[src/rtl/spi_sample_responder.sv]
// SPI slave (CPOL=1, MSB first) that streams queued samples to the master on MISO.
// Build option SPI_RESPONDER_FIFO_EN: sample FIFO of FIFO_DEPTH entries; otherwise one holding register.
//
// state | meaning
// IDLE  | waiting for chipselect to fall; spi_data held at 0
// SHIFT | driving sample bits on each spi_clock falling edge
// HOLD  | all bits sent; LSB held until next spi_clock fall, then 0

module spi_sample_responder #(
  parameter int SAMPLE_WIDTH = 16,
  parameter int FIFO_DEPTH   = 4
) (
  input  logic                          clock,
  input  logic                          reset,
  input  logic [SAMPLE_WIDTH-1:0]       sample_data,
  input  logic                          sample_valid,
  output logic                          sample_ready,
  input  logic                          spi_clock,
  input  logic                          spi_chipselect,
  output logic                          spi_data,
  output logic                          frame_done,
  output logic                          underrun,
  output logic [$clog2(FIFO_DEPTH):0]   fifo_level
);

  localparam int LW = $clog2(FIFO_DEPTH) + 1;
  localparam int CW = $clog2(SAMPLE_WIDTH + 1);

  localparam logic [1:0] ST_IDLE  = 2'd0;
  localparam logic [1:0] ST_SHIFT = 2'd1;
  localparam logic [1:0] ST_HOLD  = 2'd2;

  logic [1:0]              state;
  logic [SAMPLE_WIDTH-1:0] shift_reg;
  logic [CW-1:0]           bit_count;

  logic cs_s1, cs_s2, cs_s3;
  logic sck_s1, sck_s2, sck_s3;
  logic [1:0] settle;
  logic cs_armed;

  logic cs_fall, cs_rise, sck_fall;
  logic start, fifo_empty, pop, push;
  logic [SAMPLE_WIDTH-1:0] head;

  // Synchronizers idle high so reset release never looks like an edge.
  always_ff @(posedge clock) begin
    if (reset) begin
      cs_s1  <= 1'b1;
      cs_s2  <= 1'b1;
      cs_s3  <= 1'b1;
      sck_s1 <= 1'b1;
      sck_s2 <= 1'b1;
      sck_s3 <= 1'b1;
    end else begin
      cs_s1  <= spi_chipselect;
      cs_s2  <= cs_s1;
      cs_s3  <= cs_s2;
      sck_s1 <= spi_clock;
      sck_s2 <= sck_s1;
      sck_s3 <= sck_s2;
    end
  end

  // After reset, a frame may only start once chipselect has been seen high with
  // the synchronizer flushed; a chipselect already low at release is not a new frame.
  always_ff @(posedge clock) begin
    if (reset) begin
      settle   <= 2'd0;
      cs_armed <= 1'b0;
    end else begin
      if (settle != 2'd3)
        settle <= settle + 2'd1;
      if (settle == 2'd3 && cs_s2)
        cs_armed <= 1'b1;
    end
  end

  assign cs_fall  = cs_armed & cs_s3 & ~cs_s2;
  assign cs_rise  = ~cs_s3 & cs_s2;
  assign sck_fall = sck_s3 & ~sck_s2;

  assign start      = (state == ST_IDLE) && cs_fall;
  assign fifo_empty = (fifo_level == '0);
  assign pop        = start && !fifo_empty;
  assign push       = sample_valid && sample_ready;

`ifdef SPI_RESPONDER_FIFO_EN
  localparam int AW = $clog2(FIFO_DEPTH);

  logic [SAMPLE_WIDTH-1:0] mem [FIFO_DEPTH];
  logic [AW-1:0]           wr_ptr;
  logic [AW-1:0]           rd_ptr;
  logic [LW-1:0]           level;

  assign sample_ready = (level < LW'(FIFO_DEPTH));
  assign fifo_level   = level;
  assign head         = mem[rd_ptr];

  always_ff @(posedge clock) begin
    if (push)
      mem[wr_ptr] <= sample_data;
  end

  always_ff @(posedge clock) begin
    if (reset) begin
      wr_ptr <= '0;
      rd_ptr <= '0;
      level  <= '0;
    end else begin
      if (push)
        wr_ptr <= wr_ptr + 1'b1;
      if (pop)
        rd_ptr <= rd_ptr + 1'b1;
      case ({push, pop})
        2'b10:   level <= level + 1'b1;
        2'b01:   level <= level - 1'b1;
        default: level <= level;
      endcase
    end
  end
`else
  logic [SAMPLE_WIDTH-1:0] hold_reg;
  logic                    hold_full;

  assign sample_ready = ~hold_full;
  assign fifo_level   = {{(LW-1){1'b0}}, hold_full};
  assign head         = hold_reg;

  // push needs the register empty and pop needs it full, so they never coincide.
  always_ff @(posedge clock) begin
    if (reset) begin
      hold_reg  <= '0;
      hold_full <= 1'b0;
    end else if (push) begin
      hold_reg  <= sample_data;
      hold_full <= 1'b1;
    end else if (pop) begin
      hold_full <= 1'b0;
    end
  end
`endif

  always_ff @(posedge clock) begin
    if (reset) begin
      state      <= ST_IDLE;
      shift_reg  <= '0;
      bit_count  <= '0;
      spi_data   <= 1'b0;
      frame_done <= 1'b0;
      underrun   <= 1'b0;
    end else begin
      frame_done <= 1'b0;
      underrun   <= 1'b0;
      case (state)
        ST_IDLE: begin
          spi_data <= 1'b0;
          if (start) begin
            shift_reg <= fifo_empty ? '0 : head;
            underrun  <= fifo_empty;
            bit_count <= '0;
            state     <= ST_SHIFT;
          end
        end
        ST_SHIFT: begin
          if (cs_rise) begin
            spi_data <= 1'b0;
            state    <= ST_IDLE;
          end else if (sck_fall) begin
            spi_data  <= shift_reg[SAMPLE_WIDTH-1];
            shift_reg <= {shift_reg[SAMPLE_WIDTH-2:0], 1'b0};
            bit_count <= bit_count + 1'b1;
            if (bit_count == CW'(SAMPLE_WIDTH - 1))
              state <= ST_HOLD;
          end
        end
        ST_HOLD: begin
          if (cs_rise) begin
            frame_done <= 1'b1;
            spi_data   <= 1'b0;
            state      <= ST_IDLE;
          end else if (sck_fall) begin
            spi_data <= 1'b0;
          end
        end
        default: begin
          spi_data <= 1'b0;
          state    <= ST_IDLE;
        end
      endcase
    end
  end

endmodule

[config.mk]
export PLATFORM = sky130hd
export DESIGN_NAME = spi_sample_responder
export DESIGN_NICKNAME = d
export VERILOG_FILES = /design/src/rtl/spi_sample_responder.sv
export SDC_FILE = /design/constraint.sdc
export NUM_CORES = 1
export LEC_CHECK = 0
export ABC_CLOCK_PERIOD_IN_PS = 1750
export CAP_MARGIN = 20
export CORE_MARGIN = 3
export CORE_UTILIZATION = 54
export CTS_CLUSTER_SIZE = 20
export DETAILED_ROUTE_END_ITERATION = 10
export GPL_TIMING_DRIVEN = 0
export PLACE_DENSITY = 0.83
export SETUP_SLACK_MARGIN = 0.15
export SYNTH_ARGS = -nofsm -noshare
export SYNTH_HDL_FRONTEND = slang
export SYNTH_SLANG_ARGS = --single-unit
[constraint.sdc]
create_clock -name clock -period 1.75 [get_ports clock]
set_clock_uncertainty 0.05 [all_clocks]
set_input_delay 0.2625 -clock clock [delete_from_list [all_inputs] [get_ports clock]]
set_output_delay 0.2625 -clock clock [all_outputs]
set_load 0.01 [all_outputs]
==> flow_metrics.py <==
metrics = {
    "die": {
        "core_um2": 3771,
        "io_pins": 28,
        "die_w_um": 69.31,
        "dieHeight_um": 69.31,
        "rows": 22,
        "initial_core_util": 0.5740,
        "die_area_um2": 4804,
    },
    "drt": {
        "firstDrtPassIters": 4,
        "drt_iter0_drc": 85,
        "ant_nets": 0,
        "via_count": 1847,
        "wire_per_inst_um": 13.93,
        "wirelength_mm": 4.639,
        "drcViolationCount": 0,
        "vias_per_cell": 5.547,
    },
    "layout": {
        "syn_to_final_growth_pct": 19.25,
        "fin_area_um2": 2581,
        "diodes": 0,
        "final_common_cell": "nand2_1",
        "final_cell_mix": "nand2_1 (49), dfxtp_1 (48), a21oi_1 (23), clkdlybuf4s50_1 (22)",
        "nFillCells": 309,
        "fin_nets": 308,
        "drive_gt1_frac": 0.1439,
    },
    "clock_network": {
        "clock_tree.buffer_depth": 2,
        "clkLatencyLatePin_ns": 0.32,
        "cts_root_buf": "clkbuf_8",
        "h-tree-depth": 2,
        "path_clk_slew_ns": 0.10,
        "numCtsBuffers": 5,
        "cts_sinks": 52,
        "cts_tree": "built",
    },
    "yosys": {
        "synth.distinct_cells": 38,
        "yosysWarnings": 0,
        "synth_seq_area_share": 0.4809,
        "syn_inst": 250,
        "synth_area_per_cell_um2": 8.658,
        "synth_area_leader_cell": "dfxtp_1",
        "synth_area_um2": 2165,
        "ys_ff_latch": 52,
        "synth_top_area_frac": 0.4809,
        "netlist_top_cells_area": "dfxtp_1 (48%), nand2_1 (8.5%), a311oi_1 (6.1%)",
    },
    "grt": {
        "antenna_found_initial": 0,
        "grt_max_degree": 18,
        "grtUsageTotal": 0.1962,
        "grt_pass1_wl_mm": 7.734,
        "grt_pass1_vias": 1721,
        "gr-total-overflow": 0,
    },
    "power": {
        "power_frac_comb": 0.103,
        "ir_drop_uv": 650.3,
        "total_power_mw": 2.186,
        "switching_power_mw": 0.5593,
        "pwr-share-clk": 0.321,
        "p_sw_frac": 0.2559,
        "p_seq_frac": 0.576,
        "cell_internal_pwr_mw": 1.626,
        "p_leak_nw": 0.9027,
        "cellPowerDensity_nw_per_um2": 846.8,
    },
    "timing": {
        "grt_setup_unrepaired": "false",
        "tns_ns": 0,
        "finalHoldViolCount": 0,
        "worst_slew_pin_slew_ns": 0.5405,
        "maxSlewHeadroom": 0.6396,
        "finalCritPeriodShare": 0.8829,
        "worst_hold_slack_ns": 0.3447,
        "setup_violations": 0,
        "finalWorstSetupSlack_ns": 0.2049,
        "clock.fmax_mhz": 647.2,
        "min_period_ns": 1.545,
        "drv_slew": 0,
    },
    "run_status": {
        "outcome": "completed",
    },
    "worst_setup_path": {
        "endpoint_kind": "flip-flop",
        "path_class": "reg2reg",
        "r2r_setup_slack_ns": 0.20,
        "setup.worst_path.start_class": "flip-flop",
        "arrival_ns": 1.72,
        "crit_fanout": 10,
        "cp.required_ns": 1.93,
    },
    "placement": {
        "pre_cts_ws_ns": -0.1864,
        "placed_area_um2": 2469,
        "place_hpwl_mm": 3.341,
        "portBuffers": 24,
        "place.gp.congestion": 0.8603,
    },
    "min_path": {
        "hp-class": "in2reg",
    },
    "flow_run": {
        "drv_cap": 0,
    },
}
-- routing by layer --
| metal | vias up | wire [um] | GRT usage |
|---|---|---|---|
| met5 | - | 0 | 0 |
| met4 | 0 | 63 | 0.07592 |
| met3 | 7 | 249 | 0.04493 |
| met2 | 52 | 2127 | 0.3252 |
| met1 | 853 | 2197 | 0.2466 |
| li1 | 935 | - | - |
-- worst max-delay path, cell delays in order, from the launching register on --
cell and delay, ns:
dfxtp_2 0.35, and4bb_2 0.32, and2b_1 0.14, buf_6 0.14, buf_8 0.14, nor3_1 0.06
a311oi_1 0.26
-- cells by family after synthesis --
logic type	Yosys count	synth area share
adder cells (fa/ha/maj)	3	0.01734
flip-flops	52	0.4809
AND/OR/NAND/NOR	118	0.2728
other	1	0.001732
AO/OA/AOI/OAI	47	0.1428
XOR/XNOR	1	0.004047
buffers and inverters	27	0.07571
multiplexers	1	0.004624
-- synthesized netlist by cell type (all sizes together) --
cell     n
dfxtp   52
nand2   50
a21oi   23
nand3   21
nor3    20
buf     16
a311oi  15
clkbuf   8
or2      6
nor2     5
nand2b   4
ha       3
inv      3
nor2b    3
a211oi   2
and2b    2
and3     2
o21ai    2
a22oi    1
a31oi    1
and4bb   1
conb     1
mux2i    1
nand4    1
nand4b   1
o211ai   1
o311ai   1
o31ai    1
or2b     1
or4      1
xor2     1
-- per-stage QoR --
step                        util  std cells
after CTS                 0.6792        331
final                     0.6845        333
after global routing      0.6845        333
after detailed placement  0.6546        323
after global placement    0.6546        323
after floorplan                -        251
-- final cells by class --
cell class                 count  area [um2]  area share
clock inverter                 3       21.27    0.008240
sequential                    52        1046      0.4052
multi-input combinational    172       964.7      0.3737
buffer                        24       156.4     0.06059
timing repair buffer          26       252.7     0.09792
inverter                       3       11.26    0.004363
tap                           48       60.06     0.02327
clock buffer                   5       68.82     0.02666
-- final timing paths --
| kind | to | depth (start not counted) | from |
|---|---|---|---|
| hold / removal | bit_count[3] | 2 | reset |
| setup reg to reg | shift_reg[5] | 6 | state[0] |
| setup / recovery | shift_reg[5] | 6 | state[0] |
| hold reg to reg | sck_s2 | 1 | sck_s1 |
-- repair_timing --
| item | in CTS | in global routing |
|---|---|---|
| hold buffers | 0 | 0 |
| endpoints found under the setup margin | 3 | 10 |
| pin swaps | 0 | 2 |
| buffers inserted | 0 | 2 |
| gates resized for setup | 5 | 4 |
-- power groups by stage --
stage / clock network (mW) / registers, mW / logic, mW
after global placement: 0 / 1.28 / 0.216
after detailed placement: 0 / 1.29 / 0.223
after floorplan: 0 / 1.28 / 0.139
after global routing: 0.759 / 1.27 / 0.249
after CTS: 0.706 / 1.26 / 0.222
final: 0.701 / 1.26 / 0.225
Power figures use the tool's default switching activity.
